$ cat src/rtl/booth_pkg.sv
// Purpose: shared definitions for the radix-2 Booth sequential multiplier.
//   - FSM state encodings and the enum built on them
//   - Booth step select codes and the decoder from {Q[0], q_1}
//   - counter width helper (CNT_W for the default operand width)
package booth_pkg;

    localparam int N_DEFAULT = 8;

    // Step counter width for an n-step run; never narrower than one bit.
    function automatic int cnt_w(input int n);
        return (n > 1) ? $clog2(n) : 1;
    endfunction

    localparam int CNT_W = cnt_w(N_DEFAULT);

    localparam logic [1:0] ST_IDLE = 2'd0;
    localparam logic [1:0] ST_RUN  = 2'd1;
    localparam logic [1:0] ST_DONE = 2'd2;

    typedef enum logic [1:0] {
        IDLE = ST_IDLE,
        RUN  = ST_RUN,
        DONE = ST_DONE
    } state_t;

    localparam logic [1:0] OP_NOP = 2'd0;
    localparam logic [1:0] OP_ADD = 2'd1;
    localparam logic [1:0] OP_SUB = 2'd2;

    // Radix-2 Booth recoding: 01 -> +M, 10 -> -M, 00/11 -> no change.
    function automatic logic [1:0] booth_op(input logic q0, input logic q_1);
        case ({q0, q_1})
            2'b01:   return OP_ADD;
            2'b10:   return OP_SUB;
            default: return OP_NOP;
        endcase
    endfunction

endpackage

$ cat src/rtl/adder_rca.sv
// Purpose: w-bit ripple-carry adder used as the multiplier's datapath adder.
// Ports:
//   x, y       in  w  addends
//   carry_in   in  1  carry into bit 0
//   sum        out w  x + y + carry_in (modulo 2^w)
//   carry_out  out 1  carry out of bit w-1
module adder_rca #(
    parameter int w = 9
) (
    input  logic [w-1:0] x,
    input  logic [w-1:0] y,
    input  logic         carry_in,
    output logic [w-1:0] sum,
    output logic         carry_out
);

    always_comb begin
        logic carry;
        carry = carry_in;
        sum   = '0;
        for (int i = 0; i < w; i++) begin
            sum[i] = x[i] ^ y[i] ^ carry;
            carry  = (x[i] & y[i]) | (carry & (x[i] ^ y[i]));
        end
        carry_out = carry;
    end

endmodule

$ cat src/rtl/booth_mult_seq.sv
// Purpose: sequential signed N x N multiplier using radix-2 Booth recoding.
//   One Booth step per clock through a single (N+1)-bit ripple adder; the
//   2N-bit product is registered and held until the next completed multiply.
// Ports:
//   clk      in  1   rising-edge clock
//   rst      in  1   synchronous active-high reset, dominates everything
//   start    in  1   multiply request, only looked at in IDLE
//   a        in  N   signed multiplicand, captured with start
//   b        in  N   signed multiplier, captured with start
//   busy     out 1   high in RUN and DONE
//   done     out 1   one-cycle pulse while product first holds the new result
//   product  out 2N  signed product
module booth_mult_seq
    import booth_pkg::*;
#(
    parameter int N = N_DEFAULT
) (
    input  logic           clk,
    input  logic           rst,
    input  logic           start,
    input  logic [N-1:0]   a,
    input  logic [N-1:0]   b,
    output logic           busy,
    output logic           done,
    output logic [2*N-1:0] product
);

    localparam int CW = cnt_w(N);

    state_t          state_q;
    logic [N:0]      acc_q;      // A: upper half of the shifting pair, one guard bit
    logic [N:0]      m_q;        // sign-extended multiplicand
    logic [N-1:0]    q_q;        // Q: multiplier, shifts out as product bits shift in
    logic            q1_q;       // bit shifted out of Q last step
    logic [CW-1:0]   cnt_q;
    logic [2*N-1:0]  product_q;
    logic            busy_q;
    logic            done_q;

    logic [1:0]      op;
    logic [N:0]      add_y;
    logic            add_cin;
    logic [N:0]      add_sum;
    logic            add_cout_unused;
    logic [N:0]      acc_next;
    logic [N-1:0]    q_next;
    logic            last_step;

    // Adder operands: only RUN applies the Booth selection; otherwise A + 0.
    always_comb begin
        op      = booth_op(q_q[0], q1_q);
        add_y   = '0;
        add_cin = 1'b0;
        if (state_q == RUN) begin
            case (op)
                OP_ADD:  add_y = m_q;
                OP_SUB: begin
                    add_y   = ~m_q;
                    add_cin = 1'b1;
                end
                default: add_y = '0;
            endcase
        end
    end

    adder_rca #(.w(N + 1)) u_adder (
        .x         (acc_q),
        .y         (add_y),
        .carry_in  (add_cin),
        .sum       (add_sum),
        .carry_out (add_cout_unused)
    );

    // Arithmetic right shift of the {A, Q} pair.
    assign acc_next  = {add_sum[N], add_sum[N:1]};
    assign q_next    = {add_sum[0], q_q[N-1:1]};
    assign last_step = (cnt_q == CW'(N - 1));

    always_ff @(posedge clk) begin
        if (rst) begin
            state_q   <= IDLE;
            acc_q     <= '0;
            m_q       <= '0;
            q_q       <= '0;
            q1_q      <= 1'b0;
            cnt_q     <= '0;
            product_q <= '0;
            busy_q    <= 1'b0;
            done_q    <= 1'b0;
        end else begin
            case (state_q)
                IDLE: begin
                    if (start) begin
                        acc_q   <= '0;
                        q_q     <= b;
                        q1_q    <= 1'b0;
                        m_q     <= {a[N-1], a};
                        cnt_q   <= '0;
                        state_q <= RUN;
                        busy_q  <= 1'b1;
                    end
                end
                RUN: begin
                    acc_q <= acc_next;
                    q_q   <= q_next;
                    q1_q  <= q_q[0];
                    cnt_q <= cnt_q + CW'(1);
                    if (last_step) begin
                        product_q <= {acc_next[N-1:0], q_next};
                        state_q   <= DONE;
                        done_q    <= 1'b1;
                    end
                end
                DONE: begin
                    state_q <= IDLE;
                    busy_q  <= 1'b0;
                    done_q  <= 1'b0;
                end
                default: begin
                    state_q <= IDLE;
                    busy_q  <= 1'b0;
                    done_q  <= 1'b0;
                end
            endcase
        end
    end

    assign busy    = busy_q;
    assign done    = done_q;
    assign product = product_q;

endmodule
$ cat config.mk
export PLATFORM = sky130hd
export DESIGN_NAME = booth_mult_seq
export DESIGN_NICKNAME = d
export VERILOG_FILES = /design/src/rtl/booth_pkg.sv /design/src/rtl/adder_rca.sv /design/src/rtl/booth_mult_seq.sv
export SDC_FILE = /design/constraint.sdc
export NUM_CORES = 1
export LEC_CHECK = 0
export ABC_CLOCK_PERIOD_IN_PS = 5150
export CAP_MARGIN = 20
export CORE_ASPECT_RATIO = 0.9
export CORE_MARGIN = 8
export CORE_UTILIZATION = 52
export DETAILED_ROUTE_END_ITERATION = 8
export GPL_ROUTABILITY_DRIVEN = 0
export PLACE_DENSITY = 0.81
export SLEW_MARGIN = 40
export SYNTH_ARGS = -nofsm -noshare
export SYNTH_HDL_FRONTEND = slang
export SYNTH_SLANG_ARGS = --single-unit
$ cat constraint.sdc
create_clock -name clk -period 5.15 [get_ports clk]
set_input_delay 1.03 -clock clk [delete_from_list [all_inputs] [get_ports clk]]
set_output_delay 1.03 -clock clk [all_outputs]
set_load 0.01 [all_outputs]
==> metrics.txt <==
# TYPE chip_impl_metric gauge
chip_impl_metric{name="fin_nets",unit=""} 245
chip_impl_metric{name="cts.hold.buffers_added",unit=""} 0
chip_impl_info{name="worstSetupPathType",value="flop to flop"} 1
chip_impl_metric{name="placed_cells_incl_taps",unit=""} 256
chip_impl_metric{name="ys_ff_latch",unit=""} 48
chip_impl_info{name="cpLargestDelayFamily",value="adder cells"} 1
chip_impl_metric{name="clkSinkCount",unit=""} 48
chip_impl_metric{name="clock_skew",unit="ns"} 0.00324
chip_impl_metric{name="n_fill_cell",unit=""} 351
chip_impl_metric{name="final_hold_viol_count",unit=""} 0
chip_impl_metric{name="worst-endpoint-required",unit="ns"} 5.35
chip_impl_metric{name="ir_worst_vdd",unit="mV"} 0.142
chip_impl_metric{name="grt_overflow_total",unit=""} 0
chip_impl_info{name="rsz0062_at_grt",value="false"} 1
chip_impl_metric{name="worst-path-buf-inv",unit=""} 1
chip_impl_metric{name="finalWorstPathRequiredPeriod",unit="ns"} 4.39
chip_impl_metric{name="fp.dieArea",unit="sq um"} 6410
chip_impl_metric{name="post_synth_instance_area",unit="sq um"} 2130
chip_impl_metric{name="total_leakage_power",unit="nW"} 1.02
chip_impl_metric{name="period_share",unit="%"} 85.2
chip_impl_metric{name="detail_route.vias_per_cell",unit=""} 5.30
chip_impl_info{name="endpoint_kind",value="flop"} 1
chip_impl_metric{name="clk_pin_slew_worst_setup_hold_paths",unit="ns"} 0.08
chip_impl_metric{name="timing.slew.headroom",unit="%"} 50.8
chip_impl_metric{name="number_of_iterations_in_the_first_detailed_routing_pass",unit=""} 4
chip_impl_metric{name="grt_pass1_wl",unit="mm"} 7.23
chip_impl_metric{name="critical_path_peak_fanout",unit=""} 12
chip_impl_info{name="tritoncts_clock_tree",value="done"} 1
chip_impl_metric{name="pint",unit="mW"} 0.536
chip_impl_metric{name="setup-tns-final",unit="ns"} 0
chip_impl_metric{name="clock_power_share",unit="%"} 32.3
chip_impl_metric{name="clockBufferDepth",unit=""} 2
chip_impl_metric{name="antenna-diode-count",unit=""} 0
chip_impl_metric{name="die_height",unit="microns"} 76.7
chip_impl_info{name="root_buffer",value="sky130_fd_sc_hd__clkbuf_8"} 1
chip_impl_info{name="kind_of_path_behind_the_tightest_hold_check",value="flop to flop"} 1
chip_impl_metric{name="clock_latency_of_the_later_clocked_register_in_the_worst_skew_pair",unit="ns"} 0.30
chip_impl_metric{name="antenna_found_initial",unit=""} 0
chip_impl_metric{name="synthToLayoutAreaGrowth",unit="%"} 19.5
chip_impl_metric{name="maximum_number_of_pins_on_one_net_before_global_route_repair",unit=""} 25
chip_impl_metric{name="netlist_instances",unit=""} 185
chip_impl_metric{name="drc",unit=""} 0
chip_impl_metric{name="hpwlAfterDp",unit="mm"} 2.95
chip_impl_metric{name="grt_total_usage",unit="%"} 13.6
chip_impl_metric{name="worst_path_largest_cell_delay",unit="ns"} 0.51
chip_impl_info{name="slowest_stage",value="sky130_fd_sc_hd__dfxtp_1"} 1
chip_impl_info{name="timing.critical_path.from_type",value="flop"} 1
chip_impl_metric{name="net-switching-power",unit="mW"} 0.175
chip_impl_metric{name="max_slew.worst_pin.slew",unit="ns"} 0.735
chip_impl_metric{name="sequential_cell_area",unit="sq um"} 961
chip_impl_metric{name="pin_count",unit=""} 37
chip_impl_metric{name="cell_row_count",unit=""} 22
chip_impl_metric{name="finalCoreUtilization",unit="%"} 63.4
chip_impl_metric{name="pwr-share-seq",unit="%"} 56.2
chip_impl_info{name="crit_chain",value="nor2b_1 -> nand2_1 -> fa_1 -> inv_1 -> fa_1 -> fa_1 -> fa_1 -> fa_1 -> fa_1 -> fa_1 -> fa_1 -> a22o_2"} 1
chip_impl_metric{name="setup-violations-final",unit=""} 0
chip_impl_metric{name="start_util",unit="%"} 53.1
chip_impl_info{name="cpMostUsedCell",value="sky130_fd_sc_hd__fa_1"} 1
chip_impl_metric{name="synthDistinctLibCells",unit=""} 31
chip_impl_metric{name="sequential_area_share_after_synthesis",unit="%"} 45.1
chip_impl_metric{name="cts.repair_timing.setup_buffer_count",unit=""} 0
chip_impl_metric{name="drive_gt1_share",unit="%"} 15.3
chip_impl_metric{name="timing.fmax",unit="MHz"} 228
chip_impl_metric{name="cap_viol_max_count",unit=""} 0
chip_impl_metric{name="grt_pass1_vias",unit=""} 1490
chip_impl_metric{name="htreeDepth",unit=""} 2
chip_impl_metric{name="cts_repair_resize_count",unit=""} 0
chip_impl_metric{name="switching_share",unit="%"} 24.6
chip_impl_metric{name="slew_viol_final",unit=""} 0
chip_impl_metric{name="power.share.combinational",unit="%"} 11.5
chip_impl_metric{name="post_layout_nonfiller_instances",unit=""} 264
chip_impl_metric{name="r2r_setup_slack",unit="ns"} 0.76
chip_impl_metric{name="core_area",unit="sq um"} 4020
chip_impl_info{name="outcome",value="complete, no violations"} 1
chip_impl_metric{name="footprint_of_the_multi_input_gates",unit="sq um"} 1040
chip_impl_metric{name="ys.warnings.count",unit=""} 0
chip_impl_metric{name="drt.antenna.violating_nets",unit=""} 0
chip_impl_metric{name="mean_cell_area_of_the_mapped_netlist",unit="sq um"} 11.5
chip_impl_metric{name="die_x",unit="microns"} 83.5
chip_impl_metric{name="worstPathArrival",unit="ns"} 4.58
chip_impl_metric{name="synthesis.nets",unit=""} 215
chip_impl_metric{name="cts_inserted_buffers",unit=""} 5
chip_impl_metric{name="numPortBuffers",unit=""} 36
chip_impl_metric{name="power.density_cell_area",unit="nW/um^2"} 279
chip_impl_metric{name="detailroute.via_count",unit=""} 1400
chip_impl_metric{name="p_total",unit="mW"} 0.710
chip_impl_metric{name="routed_wire_length",unit="mm"} 4.15
chip_impl_metric{name="drt_first_iter_violations",unit=""} 110
chip_impl_metric{name="routed_wire_length_per_instance",unit="microns"} 15.7
[layout make-up]
| class | count | area share (%) |
|---|---|---|
| timing repair buffer | 37 | 14.4 |
| inverter | 7 | 1.03 |
| clock buffer | 8 | 3.53 |
| multi-input combinational | 116 | 40.9 |
| sequential | 48 | 37.7 |
| tap | 48 | 2.36 |
[metrics by stage]
step | setup slack, ns | hold WS (ns) | area (sq um)
2_1_floorplan | 0.903 | 0.449 | 2130
3_3_place_gp | 0.907 | 0.448 | 2450
3_5_place_dp | 0.803 | 0.462 | 2460
4_1_cts | 0.790 | 0.483 | 2550
5_1_grt | 0.609 | 0.502 | 2550
6_report | 0.763 | 0.479 | 2550
[power by group through the flow]
| stage | Combinational, mW | Clock, mW | Sequential (mW) |
|---|---|---|---|
| 2_1_floorplan | 0.0662 | 0 | 0.402 |
| 3_3_place_gp | 0.0805 | 0 | 0.406 |
| 3_5_place_dp | 0.0819 | 0 | 0.407 |
| 4_1_cts | 0.0828 | 0.236 | 0.399 |
| 5_1_grt | 0.0915 | 0.252 | 0.401 |
| 6_report | 0.0818 | 0.230 | 0.399 |
[layout by cell type (no fill, tap or decap), drive strengths merged]
| cell type | instances |
|---|---|
| dfxtp | 48 |
| clkdlybuf4s50 | 36 |
| nor2 | 28 |
| a22o | 27 |
| mux2i | 21 |
| fa | 9 |
| a211oi | 8 |
| clkbuf | 8 |
| inv | 7 |
| nor2b | 4 |
| nand2 | 3 |
| a21oi | 3 |
| ha | 2 |
| nor3b | 2 |
| nor3 | 2 |
| mux2 | 1 |
| nand2b | 1 |
| o21a | 1 |
| o21ai | 1 |
| o21ba | 1 |
| a21o | 1 |
| a2111oi | 1 |
| buf | 1 |
[routing by layer]
| metal | vias to the layer above | track usage (%) | wire (microns) |
|---|---|---|---|
| met3 | 7 | 3.91 | 197 |
| met5 | - | 0 | 0 |
| li1 | 707 | - | - |
| met1 | 663 | 17.3 | 2010 |
| met2 | 23 | 20.4 | 1860 |
| met4 | 0 | 7.24 | 88 |
[logic make-up (layout without fill, tap and decap cells)]
logic type	count (synthesis)	count (layout)	share of synthesized area, %
mux	22	22	10.4
buf+inv	21	52	6.51
fa+ha+maj	11	11	9.62
simple gates	40	40	9.33
flops	48	48	45.1
compound gates	43	43	19.1
[path summary, 6_finish.rpt]
kind	start	cells past startpoint	endpoint
setup / recovery	state_q[0]	12	product[14]
hold / removal	done	1	done
setup reg to reg	state_q[0]	12	product[14]
hold reg to reg	done	1	done
[registers in the layout, indices dropped and copies added (netlist names)]
register  flops
acc_q         8
busy          1
cnt_q         3
done          1
m_q           8
product      16
q1_q          1
q_q           8
state_q       2
[synth_stat cells, drive strengths merged]
cell type	number	area share, %
mux2	1	0.53
o21ai	1	0.23
nor3	2	1.0
nor2b	4	1.5
nand2	3	0.53
buf	12	4.9
mux2i	21	9.9
inv	7	1.2
o21ba	1	0.47
a2111oi	1	1.3
o21a	1	0.35
a211oi	8	3.1
nand2b	1	0.29
a22o	27	12
a21oi	3	1.2
ha	2	1.2
clkbuf	2	0.35
dfxtp	48	45
nor3b	2	0.70
nor2	28	5.3
a21o	1	0.41
fa	9	8.5
(Power assumes the default switching activity.)
